$ cat src/rtl/mm_c_writer.sv
// mm_c_writer: result-writeback stage of the systolic matrix multiplier.
// Packs a row-major stream of ACCW-bit tile results into HOST_DW-bit words
// and issues single-beat Avalon-MM writes of matrix C (byte addressed,
// row stride ldc elements).
// Optional: define MM_CW_STATS_EN to add the wr_beats accepted-write counter.
module mm_c_writer #(
  parameter int unsigned ACCW    = 32,
  parameter int unsigned HOST_DW = 128,
  parameter int unsigned T       = 4,
  parameter int unsigned DIMW    = 16
) (
  input  logic                   clk,
  input  logic                   rst_n,
  input  logic                   tile_start,
  input  logic [31:0]            baseC,
  input  logic [DIMW-1:0]        ldc,
  input  logic [DIMW-1:0]        row0,
  input  logic [DIMW-1:0]        col0,
  input  logic [DIMW-1:0]        rows,
  input  logic [DIMW-1:0]        cols,
  input  logic                   in_valid,
  output logic                   in_ready,
  input  logic [ACCW-1:0]        in_data,
  output logic                   busy,
  output logic                   done,
  output logic [31:0]            avm_address,
  output logic                   avm_write,
  output logic [HOST_DW-1:0]     avm_writedata,
  output logic [HOST_DW/8-1:0]   avm_byteenable,
  output logic [7:0]             avm_burstcount,
  input  logic                   avm_waitrequest
`ifdef MM_CW_STATS_EN
  ,
  output logic [31:0]            wr_beats
`endif
);

  localparam int unsigned EB    = ACCW / 8;
  localparam int unsigned LANES = HOST_DW / ACCW;
  localparam int unsigned WB    = HOST_DW / 8;
  localparam int unsigned CW    = $clog2(T + 1);

  typedef enum logic [1:0] {S_IDLE, S_COLLECT, S_WRITE, S_DONE} state_t;

  state_t              state_q, state_d;
  logic [31:0]         base_q, base_d;
  logic [DIMW-1:0]     ldc_q, ldc_d;
  logic [DIMW-1:0]     row0_q, row0_d;
  logic [DIMW-1:0]     col0_q, col0_d;
  logic [DIMW-1:0]     rows_q, rows_d;
  logic [DIMW-1:0]     cols_q, cols_d;
  logic [CW-1:0]       r_q, r_d;
  logic [CW-1:0]       c_q, c_d;
  logic [31:0]         addr_q, addr_d;
  logic [HOST_DW-1:0]  wdata_q, wdata_d;
  logic [WB-1:0]       be_q, be_d;

  logic [31:0]         elem_idx;
  logic [31:0]         byte_addr;
  logic [31:0]         lane;
  logic                last_col;
  logic                last_row;

  // Element address of (r, c) and its lane within the host word
  always_comb begin
    elem_idx  = (32'(row0_q) + 32'(r_q)) * 32'(ldc_q) + 32'(col0_q) + 32'(c_q);
    byte_addr = base_q + elem_idx * 32'(EB);
    lane      = (byte_addr / 32'(EB)) % 32'(LANES);
    last_col  = (DIMW'(c_q) == cols_q - DIMW'(1));
    last_row  = (DIMW'(r_q) == rows_q - DIMW'(1));
  end

  // Next-state, staging and handshake logic
  always_comb begin
    state_d   = state_q;
    base_d    = base_q;
    ldc_d     = ldc_q;
    row0_d    = row0_q;
    col0_d    = col0_q;
    rows_d    = rows_q;
    cols_d    = cols_q;
    r_d       = r_q;
    c_d       = c_q;
    addr_d    = addr_q;
    wdata_d   = wdata_q;
    be_d      = be_q;
    in_ready  = 1'b0;
    busy      = 1'b0;
    done      = 1'b0;
    avm_write = 1'b0;
    case (state_q)
      S_IDLE: begin
        if (tile_start) begin
          base_d  = baseC & ~32'(EB - 1);
          ldc_d   = ldc;
          row0_d  = row0;
          col0_d  = col0;
          rows_d  = rows;
          cols_d  = cols;
          r_d     = '0;
          c_d     = '0;
          state_d = (rows == '0 || cols == '0) ? S_DONE : S_COLLECT;
        end
      end
      S_COLLECT: begin
        in_ready = 1'b1;
        busy     = 1'b1;
        if (in_valid) begin
          wdata_d[lane*ACCW +: ACCW] = in_data;
          be_d[lane*EB +: EB]        = '1;
          addr_d                     = byte_addr & ~32'(WB - 1);
          if (lane == 32'(LANES - 1) || last_col) state_d = S_WRITE;
          else                                    c_d     = c_q + CW'(1);
        end
      end
      S_WRITE: begin
        avm_write = 1'b1;
        busy      = 1'b1;
        if (!avm_waitrequest) begin
          wdata_d = '0;
          be_d    = '0;
          if (last_row && last_col) begin
            state_d = S_DONE;
          end else begin
            state_d = S_COLLECT;
            if (last_col) begin
              r_d = r_q + CW'(1);
              c_d = '0;
            end else begin
              c_d = c_q + CW'(1);
            end
          end
        end
      end
      default: begin
        done    = 1'b1;
        busy    = 1'b1;
        state_d = S_IDLE;
      end
    endcase
  end

  // State and staging registers with synchronous active-low reset
  always_ff @(posedge clk) begin
    if (!rst_n) begin
      state_q <= S_IDLE;
      base_q  <= '0;
      ldc_q   <= '0;
      row0_q  <= '0;
      col0_q  <= '0;
      rows_q  <= '0;
      cols_q  <= '0;
      r_q     <= '0;
      c_q     <= '0;
      addr_q  <= '0;
      wdata_q <= '0;
      be_q    <= '0;
    end else begin
      state_q <= state_d;
      base_q  <= base_d;
      ldc_q   <= ldc_d;
      row0_q  <= row0_d;
      col0_q  <= col0_d;
      rows_q  <= rows_d;
      cols_q  <= cols_d;
      r_q     <= r_d;
      c_q     <= c_d;
      addr_q  <= addr_d;
      wdata_q <= wdata_d;
      be_q    <= be_d;
    end
  end

  assign avm_address    = addr_q;
  assign avm_writedata  = wdata_q;
  assign avm_byteenable = be_q;
  assign avm_burstcount = 8'd1;

`ifdef MM_CW_STATS_EN
  logic [31:0] wr_beats_q;

  // Saturating count of accepted Avalon writes since reset
  always_ff @(posedge clk) begin
    if (!rst_n)                                               wr_beats_q <= '0;
    else if (avm_write && !avm_waitrequest && wr_beats_q != '1) wr_beats_q <= wr_beats_q + 32'd1;
  end

  assign wr_beats = wr_beats_q;
`endif

endmodule

$ cat config.mk
export PLATFORM = sky130hd
export DESIGN_NAME = mm_c_writer
export DESIGN_NICKNAME = d
export VERILOG_FILES = /design/src/rtl/mm_c_writer.sv
export SDC_FILE = /design/constraint.sdc
export NUM_CORES = 1
export LEC_CHECK = 0
export ABC_AREA = 1
export ABC_CLOCK_PERIOD_IN_PS = 11100
export BUFFER_PORTS_ARGS = -buffer_cell sky130_fd_sc_hd__buf_2
export CORE_MARGIN = 1.5
export CORE_UTILIZATION = 59
export CTS_BUF_LIST = sky130_fd_sc_hd__clkbuf_8 sky130_fd_sc_hd__clkbuf_16
export CTS_CLUSTER_DIAMETER = 120
export DETAILED_ROUTE_END_ITERATION = 10
export GPL_TIMING_DRIVEN = 0
export HOLD_SLACK_MARGIN = 0.12
export PLACE_DENSITY = 0.82
export SLEW_MARGIN = 25
export SYNTH_ARGS = -nofsm -noshare
export SYNTH_HDL_FRONTEND = slang
export SYNTH_SLANG_ARGS = --single-unit
$ cat constraint.sdc
create_clock -name clk -period 11.1 [get_ports clk]
set_input_delay 1.665 -clock clk [delete_from_list [all_inputs] [get_ports clk]]
set_output_delay 1.665 -clock clk [all_outputs]
set_load 0.01 [all_outputs]
==> results.txt, run 1 <==
DR vias/cell: 5.637
final HPWL from detailed placement: 59900 um
first-pass GRT wire length: 115400 um
CTS clk-pin slew, worst paths: 0.06 ns
Detail Route met2 WL: 33480 um
Initial Util: 0.5956
Worst Setup End Kind: flip-flop
Fmax: 101.1 MHz
number of buffers created by CTS: 31
row count: 71
power density cells: 318.8 nW/um^2
Mapped Cells: 3020
TritonCTS sink count: 278
cell area after synthesis: 22330 um^2
ys flop type: dfxtp_1
die width: 197.5 um
slew at the pin closest to its max-slew limit: 0.8962 ns
critical path peak fanout: 9
WHS: 0.4633 ns
Worst Reg-to-Reg Cells: 38
Filler Cell Count: 3242
setup ws final: 1.209 ns
met3 WL: 8306 um
WS Path Type: flip-flop to flip-flop
final worst-path cycle share: 0.8911
Worst Hold Depth: 2
root buffer cell: clkbuf_16
Core ar.: 37490 um^2
Yosys cell types: 59
number of flops mapped to enable cells by yosys: 0
register area share after synthesis: 0.2492
nets@finish: 3903
Worst setup SP type: flip-flop
Post-CTS Resized: 0
vias in the first global route: 21700
Slowest cell on crit path: fa_1
Max Cap Viol: 0
Synth Warn #: 0
worst hold start: avm_writedata[89]
Starting DRT DRC Count: 2052
Clock Skews: 0.02145 ns
most used cell, CP: nand2_1
drc violations: 0
drt pass-1 iters: 6
via count: 22130
worst r2r dst: avm_address[31]
register bit count reported by yosys: 278
Top Ports: 337
Post-Route Setup TNS: 0 ns
die footprint: 39020 um^2
M1 WL: 28950 um
FFs w/ async S/R, synth: 0
post-CTS setup buffer count: 0
Slew headroom: 0.4025
startpoint of the worst register-to-register path: r_q[2]
# port buffers: 322
WL per Instance: 18.95 um
leak pwr: 12.85 nW
GRT Util Overall: 0.3821
mean area per synthesized cell: 7.394 um^2
largest net degree at the start of global routing: 17
hold buffers post-CTS: 0
CTS tree: done
H-tree level count: 1
slack of the worst reg-to-reg path: 1.21 ns
RSZ-0062 raised after global routing: false
outcome: complete, no violations
setup violators final: 0
Worst path max stage delay: 0.62 ns
WP data arrival: 10.40 ns
Period minus WS final: 9.891 ns
share of cells above drive strength 1: 0.1308
CTS Buffer Depth: 3
Hold Path End: avm_writedata[89]
Critical Path RT: 11.61 ns
clock network latency to the later pin of the worst-skew pair: 0.61 ns
gpl congestion: 1.035
GRT overflow: 0
worst hold-check path type: flip-flop to flip-flop
Routed Antenna Nets: 0
initial antenna violation count: 6
die height: 197.5 um
Final Hold Vio Count: 0
dpl ws: 1.612 ns
maximum vdd ir drop: 0.0001902 V
utilization after layout: 0.6893
launch point of the worst path: r_q[2]
top sig layer: met5
Slew Limit Fails: 0
WL final: 74390 um
Area Overhead vs Synth: 15.73%
-- routing by layer --
layer  vias up  global-route usage
met5         -                   0
met1     10490              0.4975
met4         4              0.1626
met3       229             0.08878
li1      10100                   -
met2      1309              0.6106
-- Yosys cell counts, drive strengths merged, types with 18 or more instances --
cell type / instances / area share
a21oi: 266 / 0.061
buf: 37 / 0.011
clkbuf: 111 / 0.019
dfxtp: 278 / 0.25
fa: 226 / 0.20
ha: 143 / 0.080
inv: 475 / 0.080
nand2: 633 / 0.11
nand3: 64 / 0.015
nand4: 37 / 0.011
nor2: 397 / 0.067
nor3: 30 / 0.0075
o21ai: 179 / 0.040
xnor2: 18 / 0.0071
xor2: 34 / 0.014
-- through the flow --
step                      cells  area (um^2)  total power, mW
after CTS                  3921        25830            8.108
after global routing       3924        25840            8.905
after floorplan            3030        22370            5.192
after detailed placement   3863        24620            6.817
final                      3925        25840            8.239
after global placement     3863        24620            6.725
-- logic make-up (layout without fill, tap and decap cells) --
family | Yosys count | count (layout) | synth area share
buffers and inverters | 637 | 1017 | 0.1123
AOI/OAI and AO/OA | 496 | 496 | 0.1180
and+or+nand+nor | 1186 | 1186 | 0.2166
xor gates and xnor gates | 52 | 52 | 0.02073
adders and majority gates | 369 | 369 | 0.2828
DFF | 278 | 278 | 0.2492
other | 2 | 16 | 0.0003363
-- placed cells by master (no fill, tap or decap), types with 3 or more instances in the layout --
| cell | instances |
|---|---|
| o211ai_1 | 4 |
| inv_1 | 475 |
| nand3_2 | 4 |
| dfxtp_1 | 278 |
| o21ai_0 | 174 |
| a21o_1 | 5 |
| nand2_4 | 4 |
| a21oi_1 | 262 |
| clkbuf_1 | 110 |
| o21ai_1 | 5 |
| buf_1 | 6 |
| clkbuf_8 | 3 |
| inv_2 | 3 |
| ha_1 | 143 |
| conb_1 | 12 |
| diode_2 | 4 |
| xnor2_1 | 18 |
| nand2_2 | 3 |
| clkbuf_16 | 31 |
| or2_2 | 7 |
| nand3_1 | 60 |
| buf_2 | 327 |
| nor2_1 | 395 |
| a21oi_2 | 3 |
| o21bai_1 | 8 |
| clkinv_1 | 12 |
| nand3b_1 | 3 |
| clkinv_2 | 6 |
| buf_4 | 25 |
| nor4_1 | 10 |
| o221ai_1 | 4 |
| fa_1 | 226 |
| nor3_1 | 28 |
| xor2_1 | 33 |
| nand2_1 | 626 |
| clkinv_4 | 4 |
| nand4_1 | 36 |
| bufinv_16 | 10 |
| a31oi_1 | 13 |
-- where the power goes --
part           internal (mW)  switching (mW)  total (mW)
clock                  0.764           0.464        1.23
sequential              1.15           0.133        1.28
combinational           1.82            3.90        5.73
-- state kept, by name (all words and copies together), names as in the netlist --
name	flops
avm_address	28
avm_byteenable	4
avm_writedata	128
base_q	30
c_q	3
col0_q	16
cols_q	16
ldc_q	16
r_q	3
row0_q	16
rows_q	16
state_q	2
-- worst max path at each step --
stage,endpoint,slack [ns],cells after the start
global route,avm_address[31],0.86,38
global placement,avm_address[26],1.70,37
floorplan,avm_address[26],3.30,38
CTS,avm_address[31],1.59,38
finish,avm_address[31],1.21,38
detailed placement,avm_address[31],1.61,40
-- cell type report --
cell class | instances | area, um^2 | share of cell area
multi-input cells | 2115 | 14290 | 0.5531
clock inverters | 24 | 395.4 | 0.01530
flip-flops and latches | 278 | 5565 | 0.2154
plain buffers | 149 | 673.1 | 0.02605
well taps | 511 | 639.4 | 0.02474
inverters | 488 | 1837 | 0.07108
clock buffers | 34 | 817.0 | 0.03162
repair buffers | 322 | 1612 | 0.06236
diodes | 4 | 10.01 | 0.0003874
-- worst max-delay path: cells and delay by family, from the launching register on --
| family | cells | cell delay, ns |
|---|---|---|
| adder cells (fa/ha/maj) | 9 | 4.14 |
| buffers and inverters | 6 | 0.82 |
| flip-flops | 1 | 0.44 |
| AND/OR/NAND/NOR | 16 | 3.04 |
| AO/OA/AOI/OAI | 6 | 1.06 |
| XOR/XNOR | 1 | 0.30 |
Power figures use the tool's default switching activity.
==> inputs of run 2 (changes only) <==
--- a/config.mk
+++ b/config.mk
@@ -6,16 +6,16 @@
 export NUM_CORES = 1
 export LEC_CHECK = 0
 export ABC_AREA = 1
-export ABC_CLOCK_PERIOD_IN_PS = 11100
+export ABC_CLOCK_PERIOD_IN_PS = 12610
 export BUFFER_PORTS_ARGS = -buffer_cell sky130_fd_sc_hd__buf_2
 export CORE_MARGIN = 1.5
-export CORE_UTILIZATION = 59
+export CORE_UTILIZATION = 60
 export CTS_BUF_LIST = sky130_fd_sc_hd__clkbuf_8 sky130_fd_sc_hd__clkbuf_16
 export CTS_CLUSTER_DIAMETER = 120
 export DETAILED_ROUTE_END_ITERATION = 10
 export GPL_TIMING_DRIVEN = 0
 export HOLD_SLACK_MARGIN = 0.12
-export PLACE_DENSITY = 0.82
+export PLACE_DENSITY = 0.83
 export SLEW_MARGIN = 25
 export SYNTH_ARGS = -nofsm -noshare
 export SYNTH_HDL_FRONTEND = slang
==> constraint.sdc (replaced) <==
create_clock -name clk -period 12.61 [get_ports clk]
set_input_delay 2.522 -clock clk [delete_from_list [all_inputs] [get_ports clk]]
set_output_delay 2.522 -clock clk [all_outputs]
set_load 0.01 [all_outputs]
==> results.txt, run 2 (synthesis gave the netlist of run 1 again) <==
Starting DRT DRC Count: 1903 (was 2052)
Max Cap Viol: 0 (unchanged)
GRT overflow: 0 (unchanged)
Worst Hold Depth: 2 (unchanged)
Worst setup SP type: flip-flop (unchanged)
Initial Util: 0.6099 (was 0.5956)
most used cell, CP: inv_1 (was nand2_1)
clock network latency to the later pin of the worst-skew pair: 0.62 ns (was 0.61 ns)
H-tree level count: 1 (unchanged)
Top Ports: 337 (unchanged)
WL per Instance: 19.17 um (was 18.95 um)
setup violators final: 0 (unchanged)
combinational share of power: 0.712 (was 0.695)
Slowest cell on crit path: fa_1 (unchanged)
Slew headroom: 0.3708 (was 0.4025)
TritonCTS sink count: 278 (unchanged)
Switch Pwr: 4.002 mW (was 4.500 mW)
Fmax: 100.6 MHz (was 101.1 MHz)
Critical Path RT: 13.12 ns (was 11.61 ns)
Worst Setup End Kind: flip-flop (unchanged)
max FFs per register: 128 (unchanged)
met2 GRT Util: 0.6437 (was 0.6106)
outcome: complete, no violations (unchanged)
CTS tree: done (unchanged)
met1 usage: 0.5074 (was 0.4975)
worst hold-check path type: flip-flop to flip-flop (unchanged)
leak pwr: 12.79 nW (was 12.85 nW)
die height: 195.9 um (was 197.5 um)
WS Path Type: flip-flop to flip-flop (unchanged)
met3 GRT Util: 0.08424 (was 0.08878)
slack of the worst reg-to-reg path: 2.67 ns (was 1.21 ns)
Clk pwr share: 0.131 (was 0.149)
root buffer cell: clkbuf_16 (unchanged)
Hold Path End: avm_writedata[59] (was avm_writedata[89])
largest net degree at the start of global routing: 17 (unchanged)
placed cell area: 24560 um^2 (was 24620 um^2)
power density cells: 280.3 nW/um^2 (was 318.8 nW/um^2)
number of buffers created by CTS: 31 (unchanged)
Worst Reg-to-Reg Cells: 40 (was 38)
initial antenna violation count: 4 (was 6)
Filler Cell Count: 3170 (was 3242)
row count: 70 (was 71)
maximum vdd ir drop: 0.0002137 V (was 0.0001902 V)
Post-Route Setup TNS: 0 ns (unchanged)
CTS clk-pin slew, worst paths: 0.06 ns (about the same)
die width: 195.9 um (was 197.5 um)
Area Overhead vs Synth: 14.69% (was 15.73%)
nets@finish: 3903 (unchanged)
Int Power: 3.176 mW (was 3.739 mW)
launch point of the worst path: r_q[0] (was r_q[2])
Routed Antenna Nets: 0 (unchanged)
hold buffers post-CTS: 0 (unchanged)
die footprint: 38380 um^2 (was 39020 um^2)
WL final: 74320 um (was 74390 um)
GRT Util Overall: 0.3915 (was 0.3821)
most frequent cells in the layout: 626 x nand2_1, 481 x inv_1, 395 x nor2_1 (was 626 x nand2_1, 475 x inv_1, 395 x nor2_1)
RSZ-0062 raised after global routing: false (unchanged)
Clock Skews: 0.03108 ns (was 0.02145 ns)
Period minus WS final: 9.939 ns (was 9.891 ns)
vias in the first global route: 21820 (was 21700)
slew at the pin closest to its max-slew limit: 0.9439 ns (was 0.8962 ns)
Final Hold Vio Count: 0 (unchanged)
# port buffers: 322 (unchanged)
Post-CTS Resized: 0 (unchanged)
first-pass GRT wire length: 117400 um (was 115400 um)
Core ar.: 36610 um^2 (was 37490 um^2)
WP data arrival: 10.45 ns (was 10.40 ns)
post-CTS setup buffer count: 0 (unchanged)
drc violations: 0 (unchanged)
worst r2r dst: avm_address[31] (unchanged)
Final Power: 7.178 mW (was 8.239 mW)
DR vias/cell: 5.627 (was 5.637)
startpoint of the worst register-to-register path: r_q[0] (was r_q[2])
Slew Limit Fails: 0 (unchanged)
final HPWL from detailed placement: 60220 um (was 59900 um)
drt pass-1 iters: 6 (unchanged)
via count: 21820 (was 22130)
sequential power share: 0.157 (was 0.156)
GR peak layer: met2 (unchanged)
CTS Buffer Depth: 3 (unchanged)
gpl congestion: 0.9926 (was 1.035)
final worst-path cycle share: 0.7882 (was 0.8911)
critical path peak fanout: 9 (unchanged)
most common cell after layout, fill and taps aside: nand2_1 (unchanged)
share of cells above drive strength 1: 0.1283 (was 0.1308)
Worst path max stage delay: 0.62 ns (about the same)
Final Instance Area: 25610 um^2 (was 25840 um^2)
net switching fraction of the power: 0.5575 (was 0.5462)
worst hold start: avm_writedata[59] (was avm_writedata[89])
[run 2: critical path: cells and delay by family (launching register included)]
| kind | cells | cell delay, ns |
|---|---|---|
| AO/OA/AOI/OAI | 10 | 2.19 |
| XOR/XNOR | 1 | 0.28 |
| adder cells (fa/ha/maj) | 10 | 4.31 |
| buffers and inverters | 10 | 1.03 |
| flip-flops | 1 | 0.51 |
| AND/OR/NAND/NOR | 9 | 1.54 |
[run 2: layer usage]
metal  wire (um)  part of all wire
met2       34270              0.46
met4        3365             0.045
met3        7061             0.095
met5          34           0.00046
met1       29580              0.40
[run 2: layout make-up]
cell class	instances	area (um^2)	area share
well taps	468	585.6	0.02287
clock buffers	34	817.0	0.03191
clock inverters	21	221.5	0.008648
diodes	2	5.005	0.0001954
inverters	488	1837	0.07173
multi-input cells	2115	14290	0.5581
plain buffers	149	673.1	0.02629
flip-flops and latches	278	5565	0.2173
repair buffers	322	1612	0.06293
[run 2: worst max path at each step]
stage                       to  slack, ns  cells past startpoint
2_1_floorplan  avm_address[26]       4.81                     38
3_3_place_gp   avm_address[26]       2.97                     37
3_5_place_dp   avm_address[31]       2.93                     40
4_1_cts        avm_address[31]       2.89                     40
5_1_grt        avm_address[26]       2.20                     37
6_report       avm_address[31]       2.67                     40
[run 2: power by group through the flow]
stage	Combinational (mW)	Sequential, mW	Clock [mW]
after floorplan	3.45	1.12	0
after global placement	4.86	1.13	0
after detailed placement	4.93	1.14	0
after CTS	5.00	1.12	0.940
after global routing	5.64	1.14	0.969
final	5.11	1.13	0.942
[run 2: stage by stage]
stage	util	instances	hold WS [ns]	setup slack, ns
finish	0.6995	3877	0.4605	2.671
global route	0.6994	3875	0.4772	2.200
CTS	0.6994	3875	0.4616	2.886
detailed placement	0.6710	3820	0.4513	2.932
global placement	0.6710	3820	0.4463	2.973
floorplan	-	3030	0.4300	4.808
